### src/rtl/mem_access_unit.sv
// mem_access_unit: MEM-stage load/store engine. Loads and stores are moved
// one byte at a time over a req/ack bus while the pipeline is stalled.
// Optional build macro: MEM_MISALIGN_CHK_EN (misaligned halfword/word ops
// are rejected without bus traffic and flagged on misalign_err).
`ifndef REG_WIDTH
`define REG_WIDTH 5
`endif
`ifndef DATA_WIDTH
`define DATA_WIDTH 32
`endif
`ifndef ALU_OP_WIDTH
`define ALU_OP_WIDTH 8
`endif
`ifndef ZeroReg
`define ZeroReg 5'b00000
`endif
`ifndef ZeroWord
`define ZeroWord 32'h0000_0000
`endif
`ifndef ALU_NOP
`define ALU_NOP 8'h00
`endif
`ifndef ALU_ADD
`define ALU_ADD 8'h01
`endif
`ifndef ALU_LB
`define ALU_LB  8'h10
`define ALU_LH  8'h11
`define ALU_LW  8'h12
`define ALU_LBU 8'h13
`define ALU_LHU 8'h14
`define ALU_SB  8'h18
`define ALU_SH  8'h19
`define ALU_SW  8'h1A
`endif

module mem_access_unit #(
  parameter int TIMEOUT = 16
) (
  input  logic                     CLK,
  input  logic                     RST,
  input  logic [`REG_WIDTH-1:0]    mem_rd,
  input  logic                     mem_rd_op,
  input  logic [`DATA_WIDTH-1:0]   mem_rd_data,
  input  logic [`ALU_OP_WIDTH-1:0] mem_aluop,
  input  logic [`DATA_WIDTH-1:0]   mem_mem_addr,
  output logic [`REG_WIDTH-1:0]    wb_rd,
  output logic                     wb_rd_op,
  output logic [`DATA_WIDTH-1:0]   wb_rd_data,
  output logic                     stallreq_mem,
  output logic                     bus_req,
  output logic                     bus_we,
  output logic [`DATA_WIDTH-1:0]   bus_addr,
  output logic [7:0]               bus_wdata,
  input  logic                     bus_ack,
  input  logic [7:0]               bus_rdata,
  output logic                     bus_err
`ifdef MEM_MISALIGN_CHK_EN
  , output logic                   misalign_err
`endif
);

  localparam logic [31:0] TO = TIMEOUT;

  typedef enum logic [1:0] {IDLE, BUSY, DONE} state_t;

  state_t                   r_state, w_next;
  logic [1:0]               r_idx;
  logic [31:0]              r_wait;
  logic [`REG_WIDTH-1:0]    r_rd;
  logic                     r_rd_op;
  logic [`ALU_OP_WIDTH-1:0] r_op;
  logic [`DATA_WIDTH-1:0]   r_addr, r_wd, r_data;
  logic                     r_abort, r_mis;
  logic                     w_ack, w_mis;

  function automatic logic f_is_load(input logic [`ALU_OP_WIDTH-1:0] op);
    return op == `ALU_LB || op == `ALU_LH || op == `ALU_LW ||
           op == `ALU_LBU || op == `ALU_LHU;
  endfunction

  function automatic logic f_is_store(input logic [`ALU_OP_WIDTH-1:0] op);
    return op == `ALU_SB || op == `ALU_SH || op == `ALU_SW;
  endfunction

  // index of the final byte of the access (byte count minus one)
  function automatic logic [1:0] f_last(input logic [`ALU_OP_WIDTH-1:0] op);
    if (op == `ALU_LW || op == `ALU_SW) return 2'd3;
    if (op == `ALU_LH || op == `ALU_LHU || op == `ALU_SH) return 2'd1;
    return 2'd0;
  endfunction

  // misaligned halfword/word detection for the optional rejection path
`ifdef MEM_MISALIGN_CHK_EN
  assign w_mis = (f_last(mem_aluop) == 2'd1 && mem_mem_addr[0]) ||
                 (f_last(mem_aluop) == 2'd3 && mem_mem_addr[1:0] != 2'b00);
  assign misalign_err = (r_state == DONE) && r_mis;
`else
  assign w_mis = 1'b0;
`endif

  // next state, bus drive and write-back mux; reset forces every output low
  always_comb begin
    w_next       = r_state;
    wb_rd        = `ZeroReg;
    wb_rd_op     = 1'b0;
    wb_rd_data   = `ZeroWord;
    stallreq_mem = 1'b0;
    bus_req      = 1'b0;
    bus_we       = 1'b0;
    bus_addr     = `ZeroWord;
    bus_wdata    = 8'h00;
    bus_err      = 1'b0;
    w_ack        = 1'b0;
    if (!RST) begin
      case (r_state)
        IDLE: begin
          if (f_is_load(mem_aluop) || f_is_store(mem_aluop)) begin
            stallreq_mem = 1'b1;
            w_next       = w_mis ? DONE : BUSY;
          end else begin
            wb_rd      = mem_rd;
            wb_rd_op   = mem_rd_op;
            wb_rd_data = mem_rd_data;
          end
        end
        BUSY: begin
          stallreq_mem = 1'b1;
          if (TO != 32'd0 && r_wait == TO) begin
            bus_err = 1'b1;
            w_next  = DONE;
          end else begin
            bus_req   = 1'b1;
            bus_we    = f_is_store(r_op);
            bus_addr  = r_addr + {30'b0, r_idx};
            bus_wdata = r_wd[{r_idx, 3'b000} +: 8];
            if (bus_ack) begin
              w_ack = 1'b1;
              if (r_idx == f_last(r_op)) w_next = DONE;
            end
          end
        end
        DONE: begin
          w_next = IDLE;
          if (!r_abort && !r_mis && f_is_load(r_op)) begin
            wb_rd    = r_rd;
            wb_rd_op = r_rd_op;
            case (r_op)
              `ALU_LB:  wb_rd_data = {{24{r_data[7]}}, r_data[7:0]};
              `ALU_LH:  wb_rd_data = {{16{r_data[15]}}, r_data[15:0]};
              `ALU_LBU: wb_rd_data = {24'b0, r_data[7:0]};
              `ALU_LHU: wb_rd_data = {16'b0, r_data[15:0]};
              default:  wb_rd_data = r_data;
            endcase
          end
        end
        default: w_next = IDLE;
      endcase
    end
  end

  // state register plus latched request, byte index, wait counter and result
  always_ff @(posedge CLK or posedge RST) begin
    if (RST) begin
      r_state <= IDLE;
      r_idx   <= 2'd0;
      r_wait  <= 32'd0;
      r_rd    <= `ZeroReg;
      r_rd_op <= 1'b0;
      r_op    <= `ALU_NOP;
      r_addr  <= `ZeroWord;
      r_wd    <= `ZeroWord;
      r_data  <= `ZeroWord;
      r_abort <= 1'b0;
      r_mis   <= 1'b0;
    end else begin
      r_state <= w_next;
      case (r_state)
        IDLE: begin
          if (f_is_load(mem_aluop) || f_is_store(mem_aluop)) begin
            r_rd    <= mem_rd;
            r_rd_op <= mem_rd_op;
            r_op    <= mem_aluop;
            r_addr  <= mem_mem_addr;
            r_wd    <= mem_rd_data;
            r_data  <= `ZeroWord;
            r_idx   <= 2'd0;
            r_wait  <= 32'd0;
            r_abort <= 1'b0;
            r_mis   <= w_mis;
          end
        end
        BUSY: begin
          if (w_ack) begin
            if (f_is_load(r_op)) r_data[{r_idx, 3'b000} +: 8] <= bus_rdata;
            r_wait <= 32'd0;
            if (r_idx != f_last(r_op)) r_idx <= r_idx + 2'd1;
          end else if (bus_err) begin
            r_abort <= 1'b1;
          end else begin
            r_wait <= r_wait + 32'd1;
          end
        end
        DONE: begin
          r_idx  <= 2'd0;
          r_wait <= 32'd0;
          r_mis  <= 1'b0;
        end
        default: ;
      endcase
    end
  end

endmodule

### config.mk
export PLATFORM = sky130hd
export DESIGN_NAME = mem_access_unit
export DESIGN_NICKNAME = d
export VERILOG_FILES = /design/src/rtl/mem_access_unit.sv
export SDC_FILE = /design/constraint.sdc
export NUM_CORES = 1
export LEC_CHECK = 0
export CAP_MARGIN = 10
export CORE_MARGIN = 3
export CORE_UTILIZATION = 55
export CTS_BUF_LIST = sky130_fd_sc_hd__clkbuf_4
export CTS_CLUSTER_SIZE = 14
export DETAILED_ROUTE_END_ITERATION = 10
export GPL_TIMING_DRIVEN = 0
export PLACE_DENSITY = 0.82
export SYNTH_ARGS = -nofsm -noshare
export SYNTH_HDL_FRONTEND = slang
export SYNTH_SLANG_ARGS = --single-unit
### constraint.sdc
create_clock -name CLK -period 16 [get_ports CLK]
set_input_delay 4 -clock CLK [delete_from_list [all_inputs] [get_ports CLK]]
set_output_delay 4 -clock CLK [all_outputs]
set_load 0.01 [all_outputs]
[Word-level counts from Yosys, hierarchy flattened]
Cells that the tools add are included.
Cells by class
  add/sub/neg operators: 4
  multiply operators: 0
  div/mod/pow operators: 0
  order comparisons: 0
  equality and inequality tests: 30
  shifts and indexed selects: 3
  muxes and demuxes: 85
  bitwise logic cells: 1
  reduce and logical (&&, ||, !) cells: 31
Operator list (count)
  32-bit 2-to-1 mux: 11
  8-bit by 5-bit == test with 1-bit output, second input constant: 16
  32-bit one-hot mux with 2 select lines: 2
  32-bit one-hot mux with 4 select lines: 1
  32-bit one-hot mux with 3 select lines: 1
  2-bit 2-to-1 mux: 19
  1-bit 2-to-1 mux: 37
  32-bit by 1-bit adder with 32-bit output, second input constant: 1
  32-bit by 2-bit adder with 32-bit output: 1
  32-bit bitwise mux: 1
  32-bit by 5-bit == test with 1-bit output, second input constant: 1
  8-bit by 7-bit variable shift with 32-bit output, first input constant: 1
  32-bit by 6-bit indexed part select with 8-bit output: 1
  8-bit by 7-bit indexed part select with 32-bit output: 1
  8-bit 2-to-1 mux: 3
  1-bit logical OR: 16
  4-bit AND reduction: 4
  5-bit 2-to-1 mux: 3
  2-bit inequality test, second input constant: 6
  5-bit one-hot mux with 2 select lines: 1
  3-bit inequality test, second input constant: 3
  1-bit one-hot mux with 2 select lines: 4
  5-bit negation with 7-bit output: 1
  2-bit one-hot mux with 3 select lines: 1
  other kinds (14): 18
Word-level totals
  register bits after elaboration: 148
  bits in latches: 0
  bits in writable memories: 0
  memory bits (read-only): 0
  output and inout port bits: 82
  logic and storage cells: 165
  memories: 0

[Logic depth before layout (Yosys ltp)]
  depth in word-level cells: 23
  mapped depth: 9
  mapped depth without buffers: 8

[Least setup slack after synthesis]
No wires, ideal clock.
  path kind: input-to-output
  start point: input RST
  end point: output wb_rd_data[15]
  arrival: 8.190 ns
  path slack: 3.810 ns
  stages: 6
  buffers on the path: 3
  cells stage by stage: buf_2 > inv_1 > nand2_1 > clkbuf_1 > clkbuf_1 > a21oi_1
On the way
  longest elaborated chain between the ends: 1
RTL lines
  start: declaration: line 41  | input logic RST,
  32-bit 2-to-1 mux: line 115  | if (!RST) begin
  end: declaration: line 49  | output logic [`DATA_WIDTH-1:0] wb_rd_data,
No other way between the ends.

[Worst setup path in the final report]
  start point: input mem_aluop[3]
  end point: output wb_rd_data[8]
On the way
  longest elaborated chain between the ends: 9
  elaborated cells on any way between the ends: 18
RTL lines
  start: declaration: line 45  | input logic [`ALU_OP_WIDTH-1:0] mem_aluop,
  8-bit by 5-bit == test with 1-bit output (no line)
  1-bit logical OR (no line) (4 in a row)
  1-bit logical OR (*): line 118  | if (f_is_load(mem_aluop) || f_is_store(mem_aluop)) begin
  32-bit 2-to-1 mux (*): line 118
  32-bit one-hot mux with 2 select lines (*): line 116  | case (r_state)
  32-bit 2-to-1 mux (*): line 115
Every way passes the cells marked *; elsewhere a longest branch is shown, timed or not.

==> impl_metrics.yaml <==
hold_path:
  min-delay-start: "r_op[4]$_DFFE_PP0P_"
  holdPathEnd: "r_op[4]$_DFFE_PP0P_"
  hold_path_depth: 1
  hp-class: "reg -> reg"
logic_synthesis:
  synth.top_cell.area_share_pct: 43.0
  yosysSeqAreaShare_pct: 43.0
  yosysWarnings: 0
  syn_inst: 865
  synth_nets: 963
  synth_edf_count: 0
  ys.flop_type: "dfrtp_1"
  yosys_register_bits: 147
  yosys.area.top_type: "dfrtp_1"
  synthTopCellsByArea: "dfrtp_1, mux2_2, nand2_1"
  synth_most_common_cell: "dfrtp_1"
  syn_avg_cell_area_um2: 9.89
  synth_area_um2: 8550
  async_reset_ff_share_pct: 100
  yosysUniqueCellTypes: 68
  synth_common_cells: "dfrtp_1, nand2_1, nor2_1"
floorplanning:
  core_um2: 14900
  fp-row-count: 44
  fp.dieW_um: 131
  dieArea_um2: 17100
  fp.dieH_um: 131
  start_util_pct: 57.5
  ios: 171
cts:
  clkLatencyLatePin_ns: 0.56
  cts_hold_buf: 0
  htreeDepth: 4
  clk_pin_slew_ns: 0.12
  cts-root-buf: "clkbuf_4"
  post_cts_buffers: 0
  cts_buffer_depth: 2
  cts.repair.resized: 0
  cts_buffers: 17
  numClockSinks: 147
  cts_tree: "yes"
run_status:
  status: "finished clean"
timing:
  tns_ns: 0
  worst_pin_slew_ns: 1.10
  post-route-min-period_ns: 10.74
  hold_viol_final: 0
  timing.final.crit_share_pct: 67.1
  rsz0062_at_grt: "no"
  slew_viol_final: 0
  max_freq_ghz: 0.0931
  slew_headroom_pct: 26.1
  fin_skew_ns: 0.0119
  setup-violations-final: 0
setup_path:
  rrSetupSlack_ns: 12.98
  worstPathArrival_ns: 6.74
  r2r_end: "r_data[25]$_DFFE_PP0P_"
  crit_type: "in -> out"
  cp.required_ns: 12.00
  ff2ff_path_depth: 7
  critPathCaptureType: "output pin"
  cp_max_fo: 10
  start_kind: "primary input"
  reg2reg_from: "r_idx[1]$_DFFE_PP0P_"
final_layout:
  drive_above_1_share_pct: 16.4
  nets: 1152
  diodes: 0
  syn2layout_area_growth_pct: 26.3
  fillers: 1088
  seq_area_um2: 3680
  multi_input_area_um2: 4470
route:
  wirelength_um: 24200
  viasPerCell: 5.82
  final_antenna_net_count: 0
  drc: 0
  num_vias: 7283
  first_pass_iters: 5
  wl_per_cell_um: 19.3
  drtIter0Drc: 589
place:
  gp_congestion: 0.963
  io_buffer_count: 169
  hpwl_um: 18200
power:
  seqPwrFrac_pct: 40.8
  p_sw_share_pct: 38.2
  p_per_area_nw_per_um2: 135
  p_comb_share_pct: 42.9
  power.internal_mw: 0.902
  switching_power_mw: 0.558
  pwr-share-clk_pct: 16.3
  finalPower_mw: 1.46
  ir_drop_uv: 84.8
  p_leak_nw: 4.56
global_route:
  track_usage_pct: 28.6
  grt_max_degree: 76
  antenna_found_initial: 1
  grt_pass1_vias: 6910
  grt-ovfl-total: 0
  grt_pass1_wl_um: 37400
job:
  max-cap-violations: 0
placed cells by master, fill, tap and decap left out, types with 4 or more instances in the layout:
| cell | count |
|---|---|
| clkdlybuf4s50_1 | 169 |
| o21ai_0 | 27 |
| ha_1 | 8 |
| clkbuf_4 | 19 |
| nor3_1 | 22 |
| mux2_2 | 75 |
| clkinv_2 | 4 |
| nand2b_1 | 7 |
| clkbuf_1 | 11 |
| and3_1 | 5 |
| nor4b_1 | 5 |
| nor4b_2 | 4 |
| o211ai_4 | 4 |
| and2_1 | 8 |
| xnor2_1 | 36 |
| mux2i_1 | 32 |
| nor2b_1 | 9 |
| nand2_1 | 96 |
| inv_1 | 48 |
| buf_2 | 23 |
| nor2_1 | 85 |
| a21oi_1 | 39 |
| clkinv_1 | 5 |
| nand3_1 | 23 |
| a22oi_1 | 14 |
| dfrtp_1 | 147 |
| a21o_1 | 14 |
| mux4_2 | 8 |
| buf_4 | 4 |
| nor4_1 | 10 |
| nand4_1 | 22 |
| xor2_1 | 12 |
| or3_1 | 12 |
final cells by class:
class,count,area share (%)
clock buffers,19,1.32
multi-input cells,625,41.4
flip-flops and latches,147,34.1
inverters,50,1.78
repair buffers,170,15.9
well taps,184,2.13
plain buffers,43,2.05
clock inverters,13,1.31
worst max path at each step:
stage,cells after the start,from,endpoint
2_1_floorplan,6,RST,wb_rd_data[15]
3_3_place_gp,7,RST,wb_rd_data[15]
3_5_place_dp,10,mem_aluop[3],wb_rd_data[8]
4_1_cts,10,mem_aluop[3],wb_rd_data[8]
5_1_grt,10,mem_aluop[3],wb_rd_data[8]
6_report,10,mem_aluop[3],wb_rd_data[8]
stage by stage:
step	cell area [um2]	utilization [%]	instances	setup slack [ns]	hold slack [ns]
6_report	10800	72.6	1251	5.26	0.497
5_1_grt	10800	72.6	1251	5.13	0.509
4_1_cts	10800	72.6	1251	5.32	0.500
3_5_place_dp	10500	70.7	1219	5.32	0.469
3_3_place_gp	10500	70.5	1218	1.72	0.451
2_1_floorplan	8550	-	865	3.81	0.436
per-layer routing:
layer  track usage [%]  vias up  share of wire, %
met4              6.84        2               1.7
li1                  -     3403                 -
met2              45.5      292                48
met5                 0        -             0.054
met1              39.7     3543                43
met3              7.15       43               7.7
flip-flops by register name, summed over array words and instances (netlist names):
register,count
r_addr,32
r_data,32
r_wait,32
r_wd,32
r_op,8
r_rd,5
r_idx,2
r_state,2
r_abort,1
r_rd_op,1
power by group through the flow:
stage	Sequential (mW)	Clock, mW	Combinational, mW
6_report	0.595	0.239	0.626
3_3_place_gp	0.589	0	0.605
5_1_grt	0.607	0.258	0.680
4_1_cts	0.589	0.242	0.625
3_5_place_dp	0.597	0	0.622
2_1_floorplan	0.563	0	0.425
critical path: stages:
cell	delay (ns)
clkdlybuf4s50_1	0.53
a21oi_1	0.10
o211a_4	0.27
nor2_1	0.16
buf_2	0.27
buf_4	0.24
buf_2	0.28
nand2_1	0.09
a21oi_1	0.21
clkdlybuf4s50_1	0.59
kinds of logic after synthesis:
kind of cell,synth area share (%)
flops,43.0
fa+ha+maj,1.40
simple gates,20.1
compound gates,9.89
xor+xnor,4.92
mux,15.9
buf+inv,4.78
Power figures use the tool's default switching activity.
